===== src/rtl/keyflow_port_divider.sv =====
// KeyFlow port selector: route ID (VLAN) mod switch key by restoring division,
// remainder mapped to a one-hot output port, with a one-entry request slot.
//
// state | meaning
// IDLE  | waiting; loads from the pending slot first, else a direct div_req
// DIV   | one restoring-division step per cycle, DIVIDER_WIDTH steps
// DONE  | result held on port_* until port_valid && port_ready
module keyflow_port_divider #(
    parameter int DIVIDER_WIDTH = 16,
    parameter int NUM_PORTS     = 8,
    parameter int DATA_WIDTH    = 32
) (
    input  logic                     asclk,
    input  logic                     aresetn,
    input  logic                     div_req,
    input  logic [DIVIDER_WIDTH-1:0] dv_vlan,
    input  logic [DIVIDER_WIDTH-1:0] switch_key,
    output logic                     port_valid,
    input  logic                     port_ready,
    output logic [DIVIDER_WIDTH-1:0] port_remainder,
    output logic [NUM_PORTS-1:0]     port_onehot,
    output logic                     port_drop,
    output logic                     busy,
    output logic [DATA_WIDTH-1:0]    div_cnt,
    output logic [DATA_WIDTH-1:0]    err_cnt,
    output logic [DATA_WIDTH-1:0]    ovf_cnt
);

    localparam int CNT_W = $clog2(DIVIDER_WIDTH + 1);

    typedef enum logic [1:0] {
        ST_IDLE = 2'd0,
        ST_DIV  = 2'd1,
        ST_DONE = 2'd2
    } state_t;

    state_t                   r_state,    w_state_nxt;
    logic [DIVIDER_WIDTH-1:0] r_dvd,      w_dvd_nxt;
    logic [DIVIDER_WIDTH-1:0] r_dvs,      w_dvs_nxt;
    logic [DIVIDER_WIDTH-1:0] r_rem,      w_rem_nxt;
    logic [CNT_W-1:0]         r_iter,     w_iter_nxt;
    logic [NUM_PORTS-1:0]     r_onehot,   w_onehot_nxt;
    logic                     r_drop,     w_drop_nxt;
    logic                     r_slot_vld, w_slot_vld_nxt;
    logic [DIVIDER_WIDTH-1:0] r_slot_dvd, w_slot_dvd_nxt;
    logic [DIVIDER_WIDTH-1:0] r_slot_dvs, w_slot_dvs_nxt;
    logic [DATA_WIDTH-1:0]    r_div_cnt,  w_div_cnt_nxt;
    logic [DATA_WIDTH-1:0]    r_err_cnt,  w_err_cnt_nxt;
    logic [DATA_WIDTH-1:0]    r_ovf_cnt,  w_ovf_cnt_nxt;

    logic [DIVIDER_WIDTH:0]   w_trial;
    logic                     w_fits;
    logic [DIVIDER_WIDTH-1:0] w_rem_step;
    logic [NUM_PORTS-1:0]     w_map_onehot;
    logic                     w_map_drop;
    logic                     w_take;
    logic                     w_direct;
    logic                     w_store;
    logic                     w_ovf;
    logic [DIVIDER_WIDTH-1:0] w_ld_dvd;
    logic [DIVIDER_WIDTH-1:0] w_ld_dvs;

    // Partial remainder needs one extra bit before the trial subtraction.
    assign w_trial    = {r_rem, r_dvd[DIVIDER_WIDTH-1]};
    assign w_fits     = (w_trial >= {1'b0, r_dvs});
    assign w_rem_step = w_fits ? DIVIDER_WIDTH'(w_trial - {1'b0, r_dvs})
                               : w_trial[DIVIDER_WIDTH-1:0];

    always_comb begin
        w_map_onehot = '0;
        for (int i = 0; i < NUM_PORTS; i++) begin
            w_map_onehot[i] = (w_rem_step == DIVIDER_WIDTH'(i));
        end
    end
    assign w_map_drop = ~|w_map_onehot;

    assign w_take   = (r_state == ST_IDLE) && r_slot_vld;
    assign w_direct = (r_state == ST_IDLE) && !r_slot_vld && div_req;
    assign w_store  = div_req && !w_direct && (!r_slot_vld || w_take);
    assign w_ovf    = div_req && r_slot_vld && !w_take;
    assign w_ld_dvd = w_take ? r_slot_dvd : dv_vlan;
    assign w_ld_dvs = w_take ? r_slot_dvs : switch_key;

    always_comb begin
        w_state_nxt    = r_state;
        w_dvd_nxt      = r_dvd;
        w_dvs_nxt      = r_dvs;
        w_rem_nxt      = r_rem;
        w_iter_nxt     = r_iter;
        w_onehot_nxt   = r_onehot;
        w_drop_nxt     = r_drop;
        w_slot_vld_nxt = r_slot_vld;
        w_slot_dvd_nxt = r_slot_dvd;
        w_slot_dvs_nxt = r_slot_dvs;
        w_div_cnt_nxt  = r_div_cnt;
        w_err_cnt_nxt  = r_err_cnt;
        w_ovf_cnt_nxt  = r_ovf_cnt;

        if (w_store) begin
            w_slot_vld_nxt = 1'b1;
            w_slot_dvd_nxt = dv_vlan;
            w_slot_dvs_nxt = switch_key;
        end else if (w_take) begin
            w_slot_vld_nxt = 1'b0;
        end
        if (w_ovf) begin
            w_ovf_cnt_nxt = r_ovf_cnt + DATA_WIDTH'(1);
        end

        case (r_state)
            ST_IDLE: begin
                if (w_take || w_direct) begin
                    w_dvd_nxt = w_ld_dvd;
                    w_dvs_nxt = w_ld_dvs;
                    if (w_ld_dvs != '0) begin
                        w_state_nxt = ST_DIV;
                        w_rem_nxt   = '0;
                        w_iter_nxt  = CNT_W'(DIVIDER_WIDTH);
                    end else begin
                        w_state_nxt  = ST_DONE;
                        w_rem_nxt    = w_ld_dvd;
                        w_onehot_nxt = '0;
                        w_drop_nxt   = 1'b1;
                    end
                end
            end
            ST_DIV: begin
                w_rem_nxt  = w_rem_step;
                w_dvd_nxt  = r_dvd << 1;
                w_iter_nxt = r_iter - CNT_W'(1);
                if (r_iter == CNT_W'(1)) begin
                    w_state_nxt  = ST_DONE;
                    w_onehot_nxt = w_map_onehot;
                    w_drop_nxt   = w_map_drop;
                end
            end
            ST_DONE: begin
                if (port_ready) begin
                    w_state_nxt   = ST_IDLE;
                    w_div_cnt_nxt = r_div_cnt + DATA_WIDTH'(1);
                    w_err_cnt_nxt = r_err_cnt + DATA_WIDTH'(r_drop);
                end
            end
            default: begin
                w_state_nxt = ST_IDLE;
            end
        endcase
    end

    always_ff @(posedge asclk) begin
        if (!aresetn) begin
            r_state    <= ST_IDLE;
            r_dvd      <= '0;
            r_dvs      <= '0;
            r_rem      <= '0;
            r_iter     <= '0;
            r_onehot   <= '0;
            r_drop     <= 1'b0;
            r_slot_vld <= 1'b0;
            r_slot_dvd <= '0;
            r_slot_dvs <= '0;
            r_div_cnt  <= '0;
            r_err_cnt  <= '0;
            r_ovf_cnt  <= '0;
        end else begin
            r_state    <= w_state_nxt;
            r_dvd      <= w_dvd_nxt;
            r_dvs      <= w_dvs_nxt;
            r_rem      <= w_rem_nxt;
            r_iter     <= w_iter_nxt;
            r_onehot   <= w_onehot_nxt;
            r_drop     <= w_drop_nxt;
            r_slot_vld <= w_slot_vld_nxt;
            r_slot_dvd <= w_slot_dvd_nxt;
            r_slot_dvs <= w_slot_dvs_nxt;
            r_div_cnt  <= w_div_cnt_nxt;
            r_err_cnt  <= w_err_cnt_nxt;
            r_ovf_cnt  <= w_ovf_cnt_nxt;
        end
    end

    assign port_valid     = (r_state == ST_DONE);
    assign busy           = (r_state != ST_IDLE);
    assign port_remainder = r_rem;
    assign port_onehot    = r_onehot;
    assign port_drop      = r_drop;
    assign div_cnt        = r_div_cnt;
    assign err_cnt        = r_err_cnt;
    assign ovf_cnt        = r_ovf_cnt;

endmodule

===== config.mk =====
export PLATFORM = sky130hd
export DESIGN_NAME = keyflow_port_divider
export DESIGN_NICKNAME = d
export VERILOG_FILES = /design/src/rtl/keyflow_port_divider.sv
export SDC_FILE = /design/constraint.sdc
export NUM_CORES = 1
export LEC_CHECK = 0
export BUFFER_PORTS_ARGS = -buffer_cell sky130_fd_sc_hd__buf_2
export CAP_MARGIN = 10
export CORE_AREA = 2 2 136 138
export CTS_CLUSTER_DIAMETER = 100
export CTS_CLUSTER_SIZE = 24
export DETAILED_ROUTE_END_ITERATION = 10
export DIE_AREA = 0 0 138 140
export GPL_ROUTABILITY_DRIVEN = 1
export PLACE_DENSITY = 0.83
export SYNTH_ARGS = -nofsm -noshare
export SYNTH_HDL_FRONTEND = slang
export SYNTH_SLANG_ARGS = --single-unit
export TNS_END_PERCENT = 100

===== constraint.sdc =====
create_clock -name asclk -period 7.3 [get_ports asclk]
set_input_delay 0 -clock asclk [delete_from_list [all_inputs] [get_ports asclk]]
set_output_delay 0 -clock asclk [all_outputs]
set_load 0.005 [all_outputs]

# Word-level counts from Yosys, hierarchy flattened
# Index checks and enable logic that the tools add are counted.
# word_totals
reg_bits	193
output_inout_bits	123
elab_cells	86
# classes
addsub	5
magnitude_cmp	1
eq_ne	15
n_mux	26
reduce_logical	26
# op_table
cell	count
$mux 16	6
$add 32x1->32 const B	2
$eq 16x3->1 const B	4
$pmux 16 s2	2
$add 32x1->32	1
$eq 16x2->1 const B	2
$mux 8	3
$ge 17x16->1	1
$eq 16x1->1 const B	1
$logic_not 16->1	1
$pmux 8 s2	1
$reduce_bool 16->1	1
$sub 16x16->16	1
$mux 5	2
$pmux 5 s2	1
$mux 2	4
$reduce_or 8->1	1
$logic_and 1x1->1	7
$ne 2x1->1 const B	3
$pmux 2 s3	1
$reduce_and 2->1	3
$reduce_and 3->1	2
$reduce_bool 2->1	3
$eq 5x1->1 const B	1
10 further kinds	19

# Depth between registers and ports, before layout
# Gate-level depths: netlist (run 1).
# logic_depth
word_depth	7
ltp_mapped	14

# Worst setup path before layout (run 1)
# OpenSTA, ideal clock, no wires.
# synth_path
path_kind	register to register
startpoint	reg r_dvd[15]
endpoint	reg r_drop (netlist: port_drop)
setup_time_ps	115
t_arrival_ps	2686
t_required_ps	7185
slack_ps	4499
stages_incl_launch_ff	13
n_path_buf	0
cell_sequence	dfxtp_1 -> inv_1 -> ha_1 -> inv_1 -> fa_1 -> a21o_1 -> a221oi_2 -> o21ai_2 -> a21boi_0 -> xnor2_1 -> a2111oi_4 -> a31oi_4 -> o21ba_2
# synth_between
elab_chain_cells	7
word_cells_on_any_way	15
classes_between	add/sub: 1; order compare: 1; eq/ne: 7; mux: 3; reduce/logical: 3
# synth_rtl
element	line	text
from (decl)	38	logic [DIVIDER_WIDTH-1:0] r_dvd, w_dvd_nxt;
from (signal assigned)	167	r_dvd <= w_dvd_nxt;
$sub 16x16->16 / $ge 17x16->1 (equally long branches)	66, 65	
$mux 16 *	66	assign w_rem_step = w_fits ? DIVIDER_WIDTH'(w_trial - {1'b0, r_dvs})
$eq 16x1->1 (tied with other cells)	72	w_map_onehot[i] = (w_rem_step == DIVIDER_WIDTH'(i));
$reduce_or 8->1 *	75	assign w_map_drop = ~|w_map_onehot;
$logic_not 1->1 *	75	
$mux 1 *	131	if (r_iter == CNT_W'(1)) begin
$pmux 1 s2 *	110	case (r_state)
to (signal assigned)	172	r_drop <= w_drop_nxt;
to (decl)	43	logic r_drop, w_drop_nxt;
# Every way passes the cells marked *; elsewhere a longest branch is shown, timed or not. The select of a mux whose other input is x is not followed.
# A chain may end at the register's enable or synchronous reset.

# Final worst setup path (run 1)
# layout_path
startpoint	reg r_dvs[4]
endpoint	reg r_rem[7] (netlist: port_remainder[7])
# layout_between
elab_chain_cells	3
word_cells_on_any_way	4
classes_between	add/sub: 1; order compare: 1; mux: 2
# layout_rtl
element	line	text
from (decl)	39	logic [DIVIDER_WIDTH-1:0] r_dvs, w_dvs_nxt;
from (signal assigned)	168	r_dvs <= w_dvs_nxt;
$sub 16x16->16 / $ge 17x16->1 (equally long branches)	66, 65	
$mux 16 *	66	
$pmux 16 s2 *	110	
to (signal assigned)	169	r_rem <= w_rem_nxt;
to (decl)	40	logic [DIVIDER_WIDTH-1:0] r_rem, w_rem_nxt;
# Every way passes the cells marked *; elsewhere a longest branch is shown, timed or not.

==> summary.md, run 1 <==
| Metric | Value |
|---|---|
| WL/cell | `about 15 um` |
| Synth area leaders | `dfxtp_1, nand2_1, xnor2_1` |
| Syn_area_per_cell | `8.59 um2` |
| Met1 WL | `between 10 and 15 mm` |
| Area Overhead vs Synth | `18.9%` |
| Final hold vios | `0` |
| Internal | `1.93 mW` |
| Largest net degree at the start of global routing | `108` |
| Fin Setup TNS | `0 ns` |
| Worst Setup End Kind | `flop` |
| Crit-path max FO | `22` |
| Pwr dens | `~260 nW/um2` |
| Async S/R FF share, synth | `0%` |
| Final Wtd Congestion | `0.932` |
| Most frequent cells in the layout | `nand2_1, dfxtp_1, buf_2` |
| CTS Buffer Depth | `2` |
| CTS Buf Count | `17` |
| Site row count | `49` |
| Commonest non-fill, non-tap cell in the layout | `nand2_1` |
| WHS | `0.0166 ns` |
| Flop pwr share | `39.6%` |
| Final setup fails | `0` |
| GRT overflow | `0` |
| RSZ-0062 raised after global routing | `false` |
| Bufs and invs on worst path | `1` |
| Fin. max-slew vios | `0` |
| Mapped Cells | `1124` |
| Clk pwr share | `just over 30%` |
| Metal2 WL | `11.2 mm` |
| Max-cap violations | `0` |
| Port bufs | `158` |
| Post-Syn Area | `approximately 9700 um2` |
| Cts repair resizes | `0` |
| Final period utilization | `between 40% and 50%` |
| Seq/Total Area, Yosys | `40.0%` |
| Total core area | `17800 um2` |
| Peak Freq | `roughly 290 MHz` |
| Slowest CP cell | `or2_1` |
| Gate power share | `29.4%` |
| FF-to-FF setup slack | `3.88 ns` |
| CP Launch Type | `flop` |
| TritonRoute pass-1 iters | `8` |
| Routed Antenna Nets | `0` |
| IO Count | `roughly 160` |
| R2r worst-path depth | `10` |
| Critical R2R Launch | `r_dvs[4]` |
| Slowest stage delay, CP | `0.83 ns` |
| Fin nets | `~1300` |
| Ys flop type | `dfxtp_1` |
| Least-Margin Pin Slew | `1.14 ns` |
| First-pass GRT wire length | `around 38 mm` |
| Antenna cells | `0` |
| Die area | `roughly 19000 um2` |
| Sw Ratio | `34.7%` |
| Post-synth EDFFs | `0` |
| Initial antenna violation count | `1` |
| Stages on the worst setup path | `10` |
| Residual DRC | `0` |
| Via count | `8472` |
| Hold Path Class | `in -> reg` |
| CP arrival | `3.73 ns` |
| CTS tree | `built` |
| NetSw | `1.03 mW` |
| Crit path time final | `3.42 ns` |
| # H-tree levels | `4` |
| Vias in the first global route | `7907` |
| Filler cell count | `1492` |
| Setup bufs post-CTS | `0` |
| Yosys reg bits | `193` |
| CP Data Required Time | `7.61 ns` |
| Initial core utilization | `54.3%` |
| VDD IR max | `0.000196 V` |
| Top cell type's share of synthesized area | `40.0%` |
| Global-route usage over all layers | `23.6%` |
| Max-slew headroom | `23.7%` |
| Clock slew at reported path FFs | `0.07 ns` |
| Vias per cell | `5.54` |
| Worst setup path category | `reg -> reg` |
| Synth warn | `0` |
| Status | `complete, no violations` |
| Syn nets | `1183` |
| Worst setup path start | `r_dvs[4]` |
| Worst setup path endpoint | `port_remainder[7]` |
| Root buffer cell | `clkbuf_16` |
| Crit-path cells | `inv_1 -> ha_1 -> nand2_1 -> a211o_1 -> a211oi_1 -> o31a_1 -> or2_1 -> mux2_2 -> a222oi_1 -> nor2b_1` |
| CP top delay family | `compound AO/OA/AOI/OAI gates` |
| First DRT Iteration DRCs | `560` |
| Worst-Skew Late Latency | `0.44 ns` |
| Met3 Wirelength | `1.26 mm` |
| Area leader, netlist | `dfxtp_1` |
| R2R Path End | `port_remainder[7]` |
| Yosys cell types | `63` |
| Leakage Power | `5.04 nW` |
| DP HPWL | `16.4 mm` |
| Total routed wirelength | `23.1 mm` |
| Worst clock skew | `0.0129 ns` |
| Die Y | `140 um` |
| TritonCTS Sinks | `193` |
| Die Wd | `138 um` |
| Layout cells sized above 1 | `about 17%` |
| Top routing layer used | `met5` |
-- cells in the mapped netlist, drive strengths merged (4+ instances only) --
library cell,n
mux2,9
or3,15
a222oi,8
nand2,200
mux2i,16
a21boi,49
a21o,5
dfxtp,193
a22oi,8
o211a,17
nor2,30
o31ai,8
a21oi,25
xor2,28
clkbuf,46
nand2b,5
buf,10
o21a,6
nor2b,30
a221oi,9
xnor2,70
and2,97
inv,27
ha,22
nand4,18
nor3,11
nor4,13
o221ai,6
a211oi,4
o21ai,29
nand3,49
and3,29
-- final cells by class --
| class | count | area (um2) | area share [%] |
|---|---|---|---|
| inverters | 27 | 101 | 0.883 |
| well taps | 229 | 287 | 2.50 |
| clock buffers | 17 | 425 | 3.71 |
| flip-flops and latches | 193 | 3860 | 33.7 |
| multi-input cells | 848 | 5450 | 47.5 |
| clock inverters | 15 | 166 | 1.45 |
| repair buffers | 199 | 1180 | 10.3 |
-- cell families after synthesis --
kind of cell,count (synthesis),synth area share [%]
AOI/OAI and AO/OA,191,14.9
xor gates and xnor gates,98,8.89
adders and majority gates,24,3.16
buffers and inverters,83,3.63
DFF,193,40.0
muxes,25,2.75
and+or+nand+nor,510,26.7
-- how the worst min path moves through the flow --
stage / start / endpoint / slack, ns / cells past startpoint
6_report: div_req / r_slot_vld / 0.02 / 3
5_1_grt: div_req / r_slot_vld / 0.03 / 3
4_1_cts: div_req / r_slot_vld / 0.002 / 3
3_5_place_dp: dv_vlan[15] / r_slot_dvd[15] / 0.27 / 3
3_3_place_gp: dv_vlan[14] / r_slot_dvd[14] / 0.26 / 3
2_1_floorplan: dv_vlan[0] / r_slot_dvd[0] / 0.14 / 2
-- power by group through the flow --
stage | Combinational (mW) | Sequential (mW) | Clock [mW]
global route | 0.953 | 1.18 | 0.975
CTS | 0.858 | 1.17 | 0.934
detailed placement | 0.837 | 1.19 | 0
global placement | 0.821 | 1.19 | 0
floorplan | 0.689 | 1.18 | 0
finish | 0.870 | 1.17 | 0.918
-- state kept, by name (all words and copies together), names as in the netlist --
register        count
port_onehot         8
div_cnt            32
r_slot_dvd         16
r_dvs              16
r_dvd              16
port_drop           1
err_cnt            32
r_iter              5
r_state             2
r_slot_dvs         16
r_slot_vld          1
ovf_cnt            32
port_remainder     16
-- metrics by stage --
step           setup WS, ns  util (%)  total power [mW]  std cells  instance area (um2)
6_report               3.88      64.6              2.96       1528                11500
5_1_grt                3.60      64.6              3.10       1528                11500
4_1_cts                3.92      64.6              2.96       1528                11500
3_5_place_dp           3.95      59.4              2.03       1463                10600
3_3_place_gp           4.07      59.4              2.01       1463                10600
2_1_floorplan          4.50         -              1.86       1124                 9660
-- layer usage --
layer  GRT usage (%)  up-vias
li1                -     4212
met1            29.7     3968
met2            40.6      248
met3            5.09       42
met4            7.68        2
met5               0        -
-- worst register-to-register path, delay by kind of cell (launching register included) --
kind / cells / cell delay, ns
muxes: 1 / 0.43
and+or+nand+nor: 3 / 1.05
buffers and inverters: 1 / 0.04
adders and majority gates: 1 / 0.37
DFF: 1 / 0.33
AOI/OAI and AO/OA: 4 / 1.08
-- repair_timing --
item | in CTS | in global routing
setup endpoints to repair | 0 | 0
endpoints found under the hold margin | 48 | 0
hold buffers | 33 | 0
Note: power is estimated with default switching activity, not from simulation.
==> inputs of run 2 (changes only) <==
==> constraint.sdc (replaced) <==
create_clock -name asclk -period 3.34 [get_ports asclk]
set_input_delay 0 -clock asclk [delete_from_list [all_inputs] [get_ports asclk]]
set_output_delay 0 -clock asclk [all_outputs]
set_load 0.005 [all_outputs]
==> run 2 against run 1 <==
Effect of this change:
- sequential power grew 120%
- clock skew is 0.0018 ns higher
- critical endpoint is now port_drop
- global-route usage rose by 0.56 points
- final area grew 0.98%
- critical path type unchanged
- clock power increased by 120%
- combinational power grew 120%
- maximum frequency is 8.1% higher
==> summary.md, run 2 (synthesis gave the netlist of run 1 again) <==
| Metric | Value |
|---|---|
| Filler cell count | `1472 (-1.3%)` |
| Final Wtd Congestion | `0.914 (-2.0%)` |
| Commonest non-fill, non-tap cell in the layout | `nand2_1` |
| Worst-Skew Late Latency | `0.44 ns (about the same)` |
| Least-Margin Pin Slew | `0.772 ns (-0.372 ns)` |
| VDD IR max | `0.000417 V (+110%)` |
| Max-slew headroom | `48.2% (+24 points)` |
| Layout cells sized above 1 | `17.6% (+0.70 points)` |
| Via count | `8565 (+1.1%)` |
| Die Y | `140 um (unchanged)` |
| Total routed wirelength | `23.8 mm (+2.6%)` |
| Total core area | `17800 um2 (unchanged)` |
| # H-tree levels | `4 (unchanged)` |
| Antenna cells | `0 (unchanged)` |
| Final period utilization | `94.6% (+48 points)` |
| GRT overflow | `0 (unchanged)` |
| Most frequent cells in the layout | `nand2_1, dfxtp_1, buf_2` |
| CTS Buf Count | `17 (unchanged)` |
| Die area | `19300 um2 (unchanged)` |
| WL/cell | `15.4 um (+1.9%)` |
| DP HPWL | `16.6 mm (+0.82%)` |
| CTS tree | `built` |
| Leakage Power | `5.11 nW (+1.3%)` |
| Initial antenna violation count | `0 (-1)` |
| Area Overhead vs Synth | `20.1%` |
| Worst clock skew | `0.0147 ns (+0.00180 ns)` |
| First DRT Iteration DRCs | `488 (-13%)` |
| Final instance area | `11600 um2 (+0.98%)` |
| Clock slew at reported path FFs | `0.08 ns (about the same)` |
| Fin Setup TNS | `0 ns (unchanged)` |
| Cell Area, Placed | `10700 um2 (+0.90%)` |
| CP Launch Type | `flop` |
| R2R Path End | `port_drop` |
| Status | `complete, no violations` |
| CP arrival | `3.48 ns (-0.25 ns)` |
| Critical R2R Launch | `r_dvd[15]` |
| Global-route usage over all layers | `24.2% (+0.56 points)` |
| Setup bufs post-CTS | `0 (unchanged)` |
| IO Count | `159 (unchanged)` |
| R2r worst-path depth | `11 (+1)` |
| TritonRoute pass-1 iters | `5 (-3)` |
| Site row count | `49 (unchanged)` |
| CP Data Required Time | `3.66 ns (-3.95 ns)` |
| Pwr dens | `565 nW/um2 (+120%)` |
| Residual DRC | `0 (unchanged)` |
| Fin. max-slew vios | `0 (unchanged)` |
| TritonCTS Sinks | `193 (unchanged)` |
| Final setup fails | `0 (unchanged)` |
| Vias per cell | `5.57 (+0.38%)` |
| Hold Path Class | `in -> reg` |
| Vias in the first global route | `8121 (+2.7%)` |
| Hold buffer count at CTS | `33 (unchanged)` |
| Fin nets | `1356 (+0.82%)` |
| Final hold vios | `0 (unchanged)` |
| Largest net degree at the start of global routing | `116 (+7.4%)` |
| FF-to-FF setup slack | `0.18 ns (-3.70 ns)` |
| Cts repair resizes | `0 (unchanged)` |
| RSZ-0062 raised after global routing | `false` |
| Crit path time final | `3.16 ns (-0.256 ns)` |
| First-pass GRT wire length | `39.0 mm (+2.2%)` |
| Hold Path Origin | `div_req` |
| Die Wd | `138 um (unchanged)` |
| Peak Freq | `316 MHz (+8.1%)` |
| Worst setup path category | `reg -> reg` |
| Worst Setup End Kind | `flop` |
| Root buffer cell | `clkbuf_16` |
| CTS Buffer Depth | `2 (unchanged)` |
| Crit-path max FO | `9 (-59%)` |
| Routed Antenna Nets | `0 (unchanged)` |
| Max-cap violations | `0 (unchanged)` |
| Port bufs | `158 (unchanged)` |
| WHS Path Cells | `3 (unchanged)` |
| Worst hold path endpoint | `r_slot_vld` |
| Initial core utilization | `54.3% (unchanged)` |
[run 2: final cells by class]
| type | count | area, um2 | share of cell area (%) |
|---|---|---|---|
| Clock buffer | 17 | 425 | 3.67 |
| Multi-Input combinational cell | 848 | 5450 | 47.0 |
| Inverter | 27 | 101 | 0.874 |
| Timing Repair Buffer | 210 | 1280 | 11.0 |
| Tap cell | 229 | 287 | 2.47 |
| Clock inverter | 15 | 184 | 1.59 |
| Sequential cell | 193 | 3860 | 33.3 |
[run 2: worst max-delay path by stage]
stage	from	endpoint	slack [ns]	depth (start not counted)
after CTS	r_dvd[15]	port_drop	0.22	11
after global placement	r_dvd[15]	port_drop	0.34	11
after global routing	r_dvd[15]	port_onehot[6]	0.02	12
after detailed placement	r_dvd[15]	port_drop	0.25	11
final	r_dvd[15]	port_drop	0.18	11
after floorplan	r_dvd[15]	port_drop	0.54	12
[run 2: per-stage QoR]
stage          utilization [%]  worst slack, ns  instances  power [mW]  hold WS, ns
4_1_cts                   65.2            0.224       1539        6.57       0.0129
6_report                  65.2            0.180       1539        6.55       0.0293
3_5_place_dp              59.9            0.249       1474        4.47        0.269
3_3_place_gp              59.9            0.339       1474        4.44        0.262
2_1_floorplan                -            0.539       1124        4.08        0.145
5_1_grt                   65.2           0.0174       1539        6.87       0.0331
[run 2: report_power, final]
| part | switching (mW) | internal [mW] | total, mW | leakage [nW] |
|---|---|---|---|---|
| sequential | 0.112 | 2.43 | 2.55 | 1.57 |
| clock | 1.04 | 1.02 | 2.06 | 0.289 |
| combinational | 1.13 | 0.813 | 1.95 | 3.25 |
[run 2: worst max-delay path, cell delays in order, from the launching register on]
cell      delay (ns)
dfxtp_1         0.32
inv_1           0.10
ha_1            0.18
inv_1           0.06
fa_1            0.40
a21o_1          0.22
a221oi_2        0.37
o21ai_0         0.17
xor2_1          0.18
nor4_1          0.55
a31oi_4         0.25
o21ba_2         0.25
[run 2: metal layers]
layer / wire, um / vias up / track usage, %
met5: 0 / - / 0
met4: 771 / 0 / 10.9
met3: 1190 / 42 / 3.97
met2: 11500 / 251 / 41.7
met1: 10300 / 4042 / 29.9
li1: - / 4230 / -
